**src/rtl/mem_port_arbiter_pkg.sv**
```systemverilog
// Shared definitions for the unified-memory port arbiter: FSM encoding,
// watchdog default and the read data returned by a timed-out access.
package mem_port_arbiter_pkg;

    typedef enum logic [1:0] {
        ST_IDLE = 2'd0,
        ST_DATA = 2'd1,
        ST_INST = 2'd2
    } arb_state_e;

    localparam int          WDOG_TIMEOUT_DEFAULT = 16;
    localparam logic [31:0] TIMEOUT_RDATA        = 32'h0;

endpackage

```
**src/rtl/mem_port_arbiter_ack.sv**
```systemverilog
// Ack watchdog: counts ack-less cycles of an outstanding access and pulses
// timeout_o on the TIMEOUT-th such cycle. TIMEOUT = 0 disables it.
module mem_ack_watchdog #(
    parameter int TIMEOUT = 16,
    parameter int CNT_W   = 5
) (
    input  logic clk_i,
    input  logic rst_i,
    input  logic clr_i,
    input  logic en_i,
    output logic timeout_o
);

    localparam logic [CNT_W-1:0] LIMIT = CNT_W'((TIMEOUT == 0) ? 0 : TIMEOUT - 1);

    logic [CNT_W-1:0] cnt_q;

    always_ff @(posedge clk_i) begin
        if (!rst_i) begin
            cnt_q <= '0;
        end else if (clr_i) begin
            cnt_q <= '0;
        end else if (en_i) begin
            cnt_q <= cnt_q + CNT_W'(1);
        end
    end

    // The current cycle is the TIMEOUT-th without an ack when the count of
    // earlier ack-less cycles has reached TIMEOUT-1.
    assign timeout_o = (TIMEOUT != 0) && en_i && (cnt_q == LIMIT);

endmodule

```
**src/rtl/mem_port_arbiter.sv**
```systemverilog
// Arbitrates one multi-cycle single-port memory between instruction fetch and
// the MEM stage, data first, stalling the whole pipeline until both are served.
module mem_port_arbiter
    import mem_port_arbiter_pkg::*;
#(
    parameter int ADDR_W  = 32,
    parameter int DATA_W  = 32,
    parameter int TIMEOUT = WDOG_TIMEOUT_DEFAULT,
    parameter int CNT_W   = 5
) (
    input  logic              clk_i,
    input  logic              rst_i,
    input  logic              if_req_i,
    input  logic [ADDR_W-1:0] if_addr_i,
    output logic [DATA_W-1:0] if_rdata_o,
    output logic              if_ready_o,
    input  logic              dm_read_i,
    input  logic              dm_write_i,
    input  logic [ADDR_W-1:0] dm_addr_i,
    input  logic [DATA_W-1:0] dm_wdata_i,
    output logic [DATA_W-1:0] dm_rdata_o,
    output logic              dm_ready_o,
    output logic              stall_o,
    output logic              mem_req_o,
    output logic              mem_we_o,
    output logic [ADDR_W-1:0] mem_addr_o,
    output logic [DATA_W-1:0] mem_wdata_o,
    input  logic [DATA_W-1:0] mem_rdata_i,
    input  logic              mem_ack_i,
    output logic              err_o
);

    arb_state_e        state;
    logic              dm_done;
    logic              if_done;
    logic              dm_req;
    logic              in_access;
    logic              wd_timeout;
    logic              complete;
    logic [DATA_W-1:0] resp_data;

    assign dm_req     = dm_read_i | dm_write_i;
    assign stall_o    = (dm_req & ~dm_done) | (if_req_i & ~if_done);
    assign dm_ready_o = dm_done;
    assign if_ready_o = if_done;
    assign in_access  = (state == ST_DATA) || (state == ST_INST);
    assign complete   = in_access & (mem_ack_i | wd_timeout);
    assign resp_data  = mem_ack_i ? mem_rdata_i : DATA_W'(TIMEOUT_RDATA);

    // Held clear while idle, so every new access starts counting from zero.
    mem_ack_watchdog #(
        .TIMEOUT (TIMEOUT),
        .CNT_W   (CNT_W)
    ) u_wdog (
        .clk_i     (clk_i),
        .rst_i     (rst_i),
        .clr_i     (state == ST_IDLE),
        .en_i      (in_access & ~mem_ack_i),
        .timeout_o (wd_timeout)
    );

    always_ff @(posedge clk_i) begin
        if (!rst_i) begin
            state       <= ST_IDLE;
            mem_req_o   <= 1'b0;
            mem_we_o    <= 1'b0;
            mem_addr_o  <= '0;
            mem_wdata_o <= '0;
            dm_done     <= 1'b0;
            if_done     <= 1'b0;
            dm_rdata_o  <= '0;
            if_rdata_o  <= '0;
            err_o       <= 1'b0;
        end else begin
            // The pipeline advances on this edge, so the served set is retired.
            if (!stall_o) begin
                dm_done <= 1'b0;
                if_done <= 1'b0;
            end
            case (state)
                ST_IDLE: begin
                    if (dm_req && !dm_done) begin
                        mem_req_o   <= 1'b1;
                        mem_we_o    <= dm_write_i;
                        mem_addr_o  <= dm_addr_i;
                        mem_wdata_o <= dm_wdata_i;
                        state       <= ST_DATA;
                    end else if (if_req_i && !if_done) begin
                        mem_req_o  <= 1'b1;
                        mem_we_o   <= 1'b0;
                        mem_addr_o <= if_addr_i;
                        state      <= ST_INST;
                    end
                end
                ST_DATA: begin
                    if (complete) begin
                        mem_req_o <= 1'b0;
                        dm_done   <= 1'b1;
                        if (!mem_we_o) begin
                            dm_rdata_o <= resp_data;
                        end
                        if (!mem_ack_i) begin
                            err_o <= 1'b1;
                        end
                        state <= ST_IDLE;
                    end
                end
                ST_INST: begin
                    if (complete) begin
                        mem_req_o  <= 1'b0;
                        if_done    <= 1'b1;
                        if_rdata_o <= resp_data;
                        if (!mem_ack_i) begin
                            err_o <= 1'b1;
                        end
                        state <= ST_IDLE;
                    end
                end
                default: begin
                    mem_req_o <= 1'b0;
                    state     <= ST_IDLE;
                end
            endcase
        end
    end

endmodule

```
**config.mk**
```make
export PLATFORM = sky130hd
export DESIGN_NAME = mem_port_arbiter
export DESIGN_NICKNAME = d
export VERILOG_FILES = /design/src/rtl/mem_port_arbiter_pkg.sv /design/src/rtl/mem_port_arbiter_ack.sv /design/src/rtl/mem_port_arbiter.sv
export SDC_FILE = /design/constraint.sdc
export NUM_CORES = 1
export LEC_CHECK = 0
export BUFFER_PORTS_ARGS = -buffer_cell sky130_fd_sc_hd__buf_2
export CAP_MARGIN = 20
export CORE_MARGIN = 10
export CORE_UTILIZATION = 41
export DETAILED_ROUTE_END_ITERATION = 12
export HOLD_SLACK_MARGIN = 0.06
export PLACE_DENSITY = 0.74
export SLEW_MARGIN = 20
export SYNTH_ARGS = -nofsm -noshare
export SYNTH_HDL_FRONTEND = slang
export SYNTH_SLANG_ARGS = --single-unit
```
**constraint.sdc**
```tcl
create_clock -name clk_i -period 1.6 [get_ports clk_i]
set_input_delay 0.08 -clock clk_i [delete_from_list [all_inputs] [get_ports clk_i]]
set_output_delay 0.08 -clock clk_i [all_outputs]
set_load 0.03 [all_outputs]
```
==> results of run 1 <==
==> final timing paths <==
check | end | depth (start not counted) | slack (ps) | from
max | dm_rdata_o[25] | 8 | -180 | u_wdog.cnt_q[1]
min reg2reg | dm_rdata_o[19] | 2 | 450 | dm_rdata_o[19]
max reg2reg | dm_rdata_o[25] | 8 | -180 | u_wdog.cnt_q[1]
min | mem_addr_o[25] | 3 | 80 | dm_addr_i[25]
==> registers in the layout, indices dropped and copies added (netlist names) <==
signal,cells
dm_rdata_o,32
if_rdata_o,32
mem_addr_o,32
mem_wdata_o,32
u_wdog.cnt_q,5
state,2
dm_ready_o,1
err_o,1
if_ready_o,1
mem_req_o,1
mem_we_o,1
==> metrics by stage <==
stage	hold WS (ps)	power, µW	cell area (µm²)	utilization (%)	setup WS (ps)
after global placement	319	6070	7150	54.4	-62.9
final	78.6	11300	9800	74.6	-185
after CTS	69.3	10900	9380	71.4	-127
after floorplan	215	5300	5540	-	-10.2
after global routing	72.9	11600	9790	74.5	-234
after detailed placement	326	6090	7150	54.4	-160
==> area by class of cell <==
class | count | area [µm²]
multi-input combinational | 437 | 2740
clock buffer | 22 | 474
tap | 176 | 220
sequential | 140 | 2810
fill | 871 | 3340
timing repair buffer | 447 | 3310
inverter | 5 | 18.8
antenna | 4 | 10.0
clock inverter | 10 | 210
==> repair_timing <==
action                                 4_1_cts  5_1_grt
pin swaps                                   60       36
gates cloned                                 5        4
resized for setup                           63       66
setup endpoints to repair                   68      128
endpoints found under the hold margin      128        0
setup buffers                                3       11
hold buffers                               128        0
==> logic make-up after synthesis <==
group / count (synthesis)
AO/OA/AOI/OAI: 146
XOR/XNOR: 3
adder cells (fa/ha/maj): 5
buffers and inverters: 59
flip-flops: 140
multiplexers: 1
AND/OR/NAND/NOR: 282
==> cell usage in the layout (no fill, tap or decap), drive strengths merged <==
cell and instances:
and2 3, clkbuf 25, dfxtp 140, o211ai 2, o21bai 1, bufinv 6, buf 316, a21oi 5
o21a 1, nand2b 3, o221ai 32, xnor2 1, o21ai 36, and3 1, xor2 2, o22ai 1
nand4 33, nand2 132, a211oi 1, o211a 1, a21boi 66, diode 4, nor2b 3, and2b 1
dlygate4sd3 128, clkinvlp 1, ha 5, mux2i 1, nor2 71, inv 5, nor3b 2, clkinv 3
nand3 33
==> layer usage <==
metal  vias to the layer above  wire length (µm)  part of all wire, %
li1                       3037                 -                    -
met1                      3163              8900                   35
met2                       443             12700                   50
met3                        94              2400                  9.6
met4                         0              1120                  4.5
met5                         -                 0                    0
==> worst max-delay path, delay by kind of cell, from the launching register on <==
| family | cells | cell delay (ps) |
|---|---|---|
| AO/OA/AOI/OAI | 2 | 470 |
| buffers and inverters | 2 | 330 |
| flip-flops | 1 | 330 |
| adder cells (fa/ha/maj) | 2 | 320 |
| AND/OR/NAND/NOR | 2 | 250 |
==> power by group <==
group	switching [µW]	internal, µW
clock network	1500	3050
logic	1670	1120
registers	162	3770
total	3330	7940
==> results.sh, run 1 <==
export IMPL_yosysWarnings=0
export IMPL_firstDrtPassIters=7
export IMPL_synth_mux_area_share_pct=0.183
export IMPL_clk_pin_slew_ps=60
export IMPL_start_kind="flop"
export IMPL_yosysMostFrequentCell="dfxtp_1"
export IMPL_cts_max_path_buffers=2
export IMPL_io_buffers=267
export IMPL_period_share_pct=112
export IMPL_nets=1187
export IMPL_wl_um=25100
export IMPL_first_global_vias=6448
export IMPL_drive_gt1_share_pct=40.5
export IMPL_place_congestion=0.860
export IMPL_maxSlewHeadroom_pct=58.1
export IMPL_synth_edf_count=0
export IMPL_die_area_mm2=0.0183
export IMPL_cp_end_kind="flop"
export IMPL_violations="negative setup slack"
export IMPL_max_freq_ghz=0.560
export IMPL_status="complete, but fails checks"
export IMPL_rsz0062_at_grt="true"
export IMPL_path_cells="ha_4, and3_4, ha_4, o211ai_1, nor2_4, buf_6, clkbuf_16, o21ai_1"
export IMPL_min_path_type="in2reg"
export IMPL_arrival_ps=2120
export IMPL_synth_top_area_share_pct=51.3
export IMPL_synth_simple_gate_area_share_pct=22.4
export IMPL_yosysSeqAreaShare_pct=51.3
export IMPL_rows=42
export IMPL_dominantRegCellSynth="dfxtp_1"
export IMPL_ys_types=36
export IMPL_cts_sinks=140
export IMPL_cp_required_ps=1940
export IMPL_die_w_um=135
export IMPL_core_mm2=0.0131
export IMPL_yosys_top_cells_count="dfxtp_1, nand2_1, nor2_1"
export IMPL_synth_area_leaders="dfxtp_1, nand2_1, a21boi_0, o221ai_1, nor2_1"
export IMPL_route_vias_total=6737
export IMPL_io_pins=268
export IMPL_fin_worst_skew_ps=10.4
export IMPL_ys_async_sr_fraction_pct=0
export IMPL_dp_cells=1057
export IMPL_cts_root_buf="clkbuf_16"
export IMPL_ir_drop_v=0.000757
export IMPL_path_max_fanout=24
export IMPL_grt_use_met1_pct=25.7
export IMPL_cts_tree="done"
export IMPL_grt_overflow_total=0
export IMPL_numCtsBuffers=17
export IMPL_grt_max_degree=78
export IMPL_grt_met3_usage_pct=8.27
export IMPL_ant_nets=0
export IMPL_synth_compound_area_share_pct=19.2
export IMPL_cellLeakagePower_uw=0.00436
export IMPL_synth_top_family_by_area="simple AND/OR/NAND/NOR gates"
export IMPL_maxCapViolations=0
export IMPL_start_util_pct=41.6
export IMPL_syn_area_per_cell_um2=8.59
export IMPL_syn_inst=636
export IMPL_synth_top_area_cell="dfxtp_1"
export IMPL_slowest_delay_ps=330
export IMPL_crit_top_cell="ha_4"
export IMPL_synth_seq_cells=140
export IMPL_hpwl_um=12900
export IMPL_synth_fp_nets=775
export IMPL_tightest_slew_ps=629
export IMPL_drt_iter0_drc=471
export IMPL_finalSetupViolCount=68
export IMPL_slew_violations=0
export IMPL_grt_util_met2_pct=40.6
export IMPL_route_detailed_drc=0
export IMPL_synthAdderAreaFrac_pct=1.14
export IMPL_htree_levels=4
export IMPL_period_needed_ps=1780
export IMPL_busiest_layer="met2"
export IMPL_die_y_um=135
export IMPL_area_growth_syn_to_layout_pct=79.2
export IMPL_setup_tns_ps=-6650
export IMPL_powerDensity_mw_per_mm2=1150
export IMPL_antenna_found_initial=3
export IMPL_finalNonFillerCells=1241
export IMPL_grt_pass1_wl_um=35000
export IMPL_crit_type="reg2reg"
export IMPL_timing_hold_violations_final=0
export IMPL_finalWorstSetupSlack_ps=-185
export IMPL_via_per_inst=5.43
export IMPL_slowest_stage="dfxtp_2"
export IMPL_track_usage_pct=24.0
export IMPL_netlist_area_mm2=0.00547
export IMPL_clkLatencyLatePin_ps=420
export IMPL_routedWlPerCell_um=20.2
export IMPL_yosys_area_share_xor_xnor_pct=0.481
No activity file was read; power rests on OpenSTA's default activity.
==> inputs of run 2 (changes only) <==
--- a/config.mk
+++ b/config.mk
@@ -12,6 +12,7 @@
 export DETAILED_ROUTE_END_ITERATION = 12
 export HOLD_SLACK_MARGIN = 0.06
 export PLACE_DENSITY = 0.74
+export SETUP_SLACK_MARGIN = 0.4
 export SLEW_MARGIN = 20
 export SYNTH_ARGS = -nofsm -noshare
 export SYNTH_HDL_FRONTEND = slang
==> results.sh, run 2 (synthesis gave the netlist of run 1 again) <==
export IMPL_path_max_fanout=7
export IMPL_cts_sinks=140
export IMPL_pwr_share_comb_pct=31.8
export IMPL_slew_violations=0
export IMPL_track_usage_pct=26.8
export IMPL_first_global_vias=6952
export IMPL_tightest_slew_ps=631
export IMPL_internal_power_uw=7890
export IMPL_numCtsBuffers=17
export IMPL_rsz0062_at_grt="true"
export IMPL_core_mm2=0.0131
export IMPL_arrival_ps=2050
export IMPL_route_detailed_drc=0
export IMPL_maxSlewHeadroom_pct=57.9
export IMPL_power_share_clock_pct=34.5
export IMPL_layout_common_cells="buf_2, dfxtp_1, dlygate4sd3_1"
export IMPL_period_share_pct=110
export IMPL_finalWorstSetupSlack_ps=-155
export IMPL_finalPower_uw=11800
export IMPL_ir_drop_v=0.000786
export IMPL_wl_um=28400
export IMPL_crit_top_cell="buf_12"
export IMPL_violations="negative setup slack"
export IMPL_io_buffers=267
export IMPL_slowest_stage="dfxtp_2"
export IMPL_cts_root_buf="clkbuf_16"
export IMPL_ant_nets=0
export IMPL_p_switching_uw=3920
export IMPL_rr_worst_depth=9
export IMPL_crit_cells=9
export IMPL_power_frac_seq_pct=33.7
export IMPL_max_freq_ghz=0.570
export IMPL_firstDrtPassIters=5
export IMPL_rows=42
export IMPL_antenna_found_initial=4
export IMPL_die_w_um=135
export IMPL_via_per_inst=5.54
export IMPL_crit_type="reg2reg"
export IMPL_drt_iter0_drc=601
export IMPL_grt_pass1_wl_um=38900
export IMPL_htree_levels=4
export IMPL_start_kind="flop"
export IMPL_cp_startpoint="state[1]"
export IMPL_cts_tree="done"
export IMPL_fin_worst_skew_ps=8.09
export IMPL_place_congestion=0.866
export IMPL_final_common_cell="buf_2"
export IMPL_powerDensity_mw_per_mm2=1150
export IMPL_nets=1193
export IMPL_cp_end_kind="flop"
export IMPL_die_area_mm2=0.0183
export IMPL_drive_gt1_share_pct=46.8
export IMPL_finalSetupViolCount=88
export IMPL_die_y_um=135
export IMPL_slowest_delay_ps=340
export IMPL_cp_required_ps=1890
export IMPL_path_cells="inv_2, ha_4, and2b_2, o21ai_4, buf_6, buf_12, buf_12, o221ai_2, nor2_2"
export IMPL_grt_overflow_total=0
export IMPL_min_path_type="in2reg"
export IMPL_io_pins=268
export IMPL_start_util_pct=41.6
export IMPL_r2r_start="state[1]"
export IMPL_cellLeakagePower_uw=0.00454
export IMPL_period_needed_ps=1760
export IMPL_reg2reg_slack_ps=-160
export IMPL_routedWlPerCell_um=22.8
export IMPL_cts_max_path_buffers=2
export IMPL_grt_max_degree=65
export IMPL_fin_util_pct=78.5
export IMPL_area_growth_syn_to_layout_pct=88.6
export IMPL_worstSetupEndpoint="mem_addr_o[4]"
export IMPL_timing_hold_violations_final=0
export IMPL_path_buf_inv=4
export IMPL_clkLatencyLatePin_ps=420
export IMPL_hpwl_um=13800
export IMPL_status="complete, but fails checks"
export IMPL_netSwitchingFraction_pct=33.2
export IMPL_route_vias_total=6902
export IMPL_crit_family="buffers and inverters"
export IMPL_maxCapViolations=0
export IMPL_clk_pin_slew_ps=60
export IMPL_r2r_end="mem_addr_o[4]"
run 2: changes by cell type in the layout (fill, tap and decap cells not counted), sizes merged:
cell / before / now
buf: 316 / 325
bufinv: 6 / 3
clkbuf: 25 / 21
clkinv: 3 / 4
clkinvlp: 1 / 2
diode: 4 / 3
inv: 5 / 7
run 2: power by group through the flow:
stage	registers (µW)	clock network, µW	logic [µW]
floorplan	4490	0	962
CTS	3900	4040	3130
finish	3980	4070	3750
global route	3990	4240	3890
global placement	3960	0	2220
detailed placement	3970	0	2240
run 2: worst min path at each step:
stage / start / slack [ps] / cells past startpoint / to
after floorplan: dm_wdata_i[0] / 220 / 2 / mem_wdata_o[0]
after global placement: dm_wdata_i[30] / 330 / 3 / mem_wdata_o[30]
after detailed placement: dm_wdata_i[8] / 330 / 3 / mem_wdata_o[8]
after CTS: dm_write_i / 100 / 4 / mem_we_o
after global routing: dm_write_i / 150 / 4 / mem_we_o
final: mem_ack_i / 130 / 4 / err_o
run 2: worst min-delay path, stage by stage:
cell,delay [ps]
buf_2,150
nor2b_2,90
a21oi_2,130
nor2b_1,50
run 2: cell type report:
type | count | area [µm²]
well taps | 176 | 220
multi-input cells | 437 | 3200
inverters | 5 | 18.8
repair buffers | 453 | 3450
fillers | 757 | 2830
flip-flops and latches | 140 | 2810
clock inverters | 11 | 140
clock buffers | 21 | 460
diodes | 3 | 7.51
run 2: per-stage QoR:
stage | instances | instance area, µm² | worst slack (ps) | hold slack, ps | setup TNS [ps]
global placement | 1053 | 7320 | -55.5 | 326 | -1220
CTS | 1237 | 9840 | -83.8 | 96.8 | -2200
global route | 1246 | 10300 | -206 | 147 | -12100
floorplan | 636 | 5790 | -6.43 | 219 | -167
finish | 1246 | 10300 | -155 | 134 | -3960
detailed placement | 1053 | 7320 | -109 | 328 | -2510
run 2: what timing repair did:
item / CTS / global route
cloned: 8 / 0
gates resized for setup: 82 / 94
hold buffers: 128 / 0
setup buffers: 16 / 6
endpoints found under the hold margin: 128 / 0
pin swaps: 69 / 45
endpoints found under the setup margin: 140 / 141
run 2: routing by layer:
metal  wire [µm]  share of wire, %  up-vias  GRT usage, %
li1            -                 -     3044             -
met1       10200                36     3202          28.9
met2       13600                48      511          44.2
met3        2970                10      143          11.0
met4        1620               5.7        2          13.8
met5          13             0.046        -             0
==> inputs of run 3 (changes only) <==
--- a/config.mk
+++ b/config.mk
@@ -7,13 +7,15 @@
 export LEC_CHECK = 0
 export BUFFER_PORTS_ARGS = -buffer_cell sky130_fd_sc_hd__buf_2
 export CAP_MARGIN = 20
+export CORE_ASPECT_RATIO = 0.7
 export CORE_MARGIN = 10
-export CORE_UTILIZATION = 41
+export CORE_UTILIZATION = 42
 export DETAILED_ROUTE_END_ITERATION = 12
 export HOLD_SLACK_MARGIN = 0.06
-export PLACE_DENSITY = 0.74
+export PLACE_DENSITY = 0.76
 export SETUP_SLACK_MARGIN = 0.4
 export SLEW_MARGIN = 20
 export SYNTH_ARGS = -nofsm -noshare
 export SYNTH_HDL_FRONTEND = slang
+export SYNTH_HIERARCHICAL = 1
 export SYNTH_SLANG_ARGS = --single-unit
==> results.sh, run 3 <==
export IMPL_status="complete, but fails checks"
export IMPL_violations="negative setup slack"
export IMPL_multiInputGateArea_mm2=0.00353
export IMPL_clkLatencyLatePin_ps=420
export IMPL_cp_end_kind="flop"
export IMPL_syn_area_per_cell_um2=8.61
export IMPL_synth_simple_gate_area_share_pct=22.7
export IMPL_grt_use_met1_pct=29.0
export IMPL_routedWlPerCell_um=23.4
export IMPL_syn_inst=638
export IMPL_r2r_start="u_wdog/cnt_q[0]"
export IMPL_start_kind="flop"
export IMPL_nets=1208
export IMPL_cellLeakagePower_uw=0.00472
export IMPL_drive_gt1_share_pct=50.5
export IMPL_stdcell_area_mm2=0.0109
export IMPL_yosysMostFrequentCell="dfxtp_1"
export IMPL_route_detailed_drc=0
export IMPL_cp_required_ps=1950
export IMPL_final_common_cell="buf_2"
export IMPL_busiest_layer="met2"
export IMPL_slew_violations=0
export IMPL_period_needed_ps=1870
export IMPL_ys_types=38
export IMPL_reg2reg_slack_ps=-270
export IMPL_yosys_area_share_xor_xnor_pct=0.159
export IMPL_track_usage_pct=27.0
export IMPL_min_path_type="in2reg"
export IMPL_io_pins=268
export IMPL_hold_ws_ps=160
export IMPL_whs_endpoint="dm_ready_o"
export IMPL_r2r_end="if_rdata_o[3]"
export IMPL_synth_top_family_by_area="simple AND/OR/NAND/NOR gates"
export IMPL_area_growth_syn_to_layout_pct=97.6
export IMPL_finalPower_uw=11800
export IMPL_start_util_pct=43.6
export IMPL_drt_iter0_drc=545
export IMPL_dominantRegCellSynth="dfxtp_1"
export IMPL_ant_nets=0
export IMPL_synth_mux_area_share_pct=0.365
export IMPL_ir_drop_v=0.000766
export IMPL_powerDensity_mw_per_mm2=1080
export IMPL_grt_pass1_wl_um=38600
export IMPL_core_mm2=0.0126
export IMPL_firstDrtPassIters=5
export IMPL_synth_seq_cells=140
export IMPL_hpwl_um=13500
export IMPL_cts_tree="done"
export IMPL_synthAdderAreaFrac_pct=1.14
export IMPL_finalWorstSetupSlack_ps=-270
export IMPL_place_congestion=0.806
export IMPL_synth_compound_area_share_pct=19.5
export IMPL_maxSlewHeadroom_pct=64.9
export IMPL_slowest_delay_ps=340
export IMPL_wl_um=29200
export IMPL_synth_edf_count=0
export IMPL_synth_area_leaders="dfxtp_1, nand2_1, a21boi_0, o221ai_1, nor2_1"
export IMPL_timing_hold_violations_final=0
export IMPL_route_vias_total=7091
export IMPL_cts_max_path_buffers=2
export IMPL_maxCapViolations=0
export IMPL_yosysWarnings=6
export IMPL_htree_levels=4
export IMPL_period_share_pct=117
export IMPL_cts_root_buf="clkbuf_16"
export IMPL_max_freq_ghz=0.535
export IMPL_grt_util_met2_pct=46.1
export IMPL_die_y_um=116
export IMPL_path_max_fanout=8
export IMPL_crit_type="reg2reg"
export IMPL_yosysSeqAreaShare_pct=51.0
export IMPL_fillers=583
export IMPL_regArea_mm2=0.00281
export IMPL_yosys_top_cells_count="dfxtp_1, nand2_1, nor2_1"
export IMPL_placed_area_mm2=0.00741
export IMPL_numCtsBuffers=17
export IMPL_rr_worst_depth=9
export IMPL_synth_fp_nets=777
export IMPL_synth_top_area_cell="dfxtp_1"
export IMPL_whs_path_depth=4
export IMPL_rows=34
export IMPL_fin_util_pct=86.2
export IMPL_die_area_mm2=0.0181
export IMPL_rsz0062_at_grt="true"
export IMPL_grt_max_degree=72
export IMPL_arrival_ps=2220
export IMPL_grt_met3_usage_pct=9.44
export IMPL_slowest_stage="dfxtp_2"
export IMPL_crit_top_cell="ha_4"
export IMPL_ys_async_sr_fraction_pct=0
export IMPL_path_cells="ha_4, and3_4, ha_4, and2_4, o211ai_4, buf_6, clkbuf_16, nand2_1, a21boi_1"
export IMPL_holdCritStartpoint="if_req_i"
export IMPL_grt_overflow_total=0
export IMPL_clk_pin_slew_ps=70
export IMPL_tightest_slew_ps=527
export IMPL_die_w_um=157
export IMPL_first_global_vias=6965
export IMPL_antenna_found_initial=5
export IMPL_io_buffers=267
export IMPL_fin_worst_skew_ps=9.60
export IMPL_netlist_area_mm2=0.00549
export IMPL_via_per_inst=5.67
export IMPL_dp_slack_ps=-232
export IMPL_finalSetupViolCount=81
export IMPL_synth_top_area_share_pct=51.0
export IMPL_cts_sinks=140
export IMPL_layout_common_cells="buf_2, dfxtp_1, dlygate4sd3_1"
run 3: cell types whose count changed in the layout (fill, tap and decap cells not counted), moves of 9 or more:
cell / delta
a21boi_1: +9
nand2_4: +11
o21ai_0: +17
o21ai_1: -17
nand3_1: -18
a21boi_0: -17
nand3_2: +10
run 3: power breakdown:
group,switching [µW],internal (µW),leakage [µW]
combinational,2220,1640,0.00330
sequential,187,3760,0.00115
clock,1750,2200,0.000273
run 3: layout make-up:
| cell class | instances | share of cell area [%] |
|---|---|---|
| Antenna cell | 6 | 0.138 |
| Clock buffer | 17 | 3.92 |
| Clock inverter | 15 | 1.40 |
| Inverter | 5 | 0.173 |
| Multi-Input combinational cell | 440 | 32.6 |
| Sequential cell | 140 | 25.9 |
| Tap cell | 162 | 1.87 |
| Timing Repair Buffer | 465 | 34.0 |
run 3: worst max path at each step:
| stage | from | endpoint | slack [ps] | cells past startpoint |
|---|---|---|---|---|
| 2_1_floorplan | state[1] | dm_rdata_o[4] | -230 | 9 |
| 3_3_place_gp | u_wdog/cnt_q[0] | state[0] | -200 | 8 |
| 3_5_place_dp | u_wdog/cnt_q[0] | if_rdata_o[27] | -230 | 8 |
| 4_1_cts | u_wdog/cnt_q[0] | dm_rdata_o[5] | -140 | 9 |
| 5_1_grt | u_wdog/cnt_q[0] | state[0] | -310 | 10 |
| 6_report | u_wdog/cnt_q[0] | if_rdata_o[3] | -270 | 9 |
run 3: critical path, delay by kind of cell, from the launching register on:
family | cells | cell delay, ps
compound gates | 2 | 420
simple gates | 3 | 410
flops | 1 | 340
fa+ha+maj | 2 | 300
buf+inv | 2 | 320
run 3: through the flow:
step / setup TNS, ps / cells
2_1_floorplan: -11990 / 638
3_3_place_gp: -8690 / 1045
3_5_place_dp: -10640 / 1045
4_1_cts: -6070 / 1228
5_1_grt: -17340 / 1249
6_report: -13240 / 1250
run 3: cells by family (layout without fill, tap and decap cells):
group / count (synthesis) / after routing
compound gates: 148 / 149
buf+inv: 59 / 502
other cells: 0 / 6
flops: 140 / 140
xor+xnor: 1 / 1
simple gates: 283 / 283
mux: 2 / 2
fa+ha+maj: 5 / 5
run 3: routing by layer:
metal	share of wire, %	up-vias	wire [µm]
li1	-	3104	-
met1	35	3322	10200
met4	6.5	0	1900
met3	9.6	157	2810
met5	0	-	0
met2	49	508	14300
run 3: what timing repair did:
action,CTS,global route
endpoints found under the hold margin,131,0
pin swaps,68,68
hold buffers,129,0
gates resized for setup,110,141
endpoints found under the setup margin,142,142
gates cloned,10,7
buffers inserted,12,9
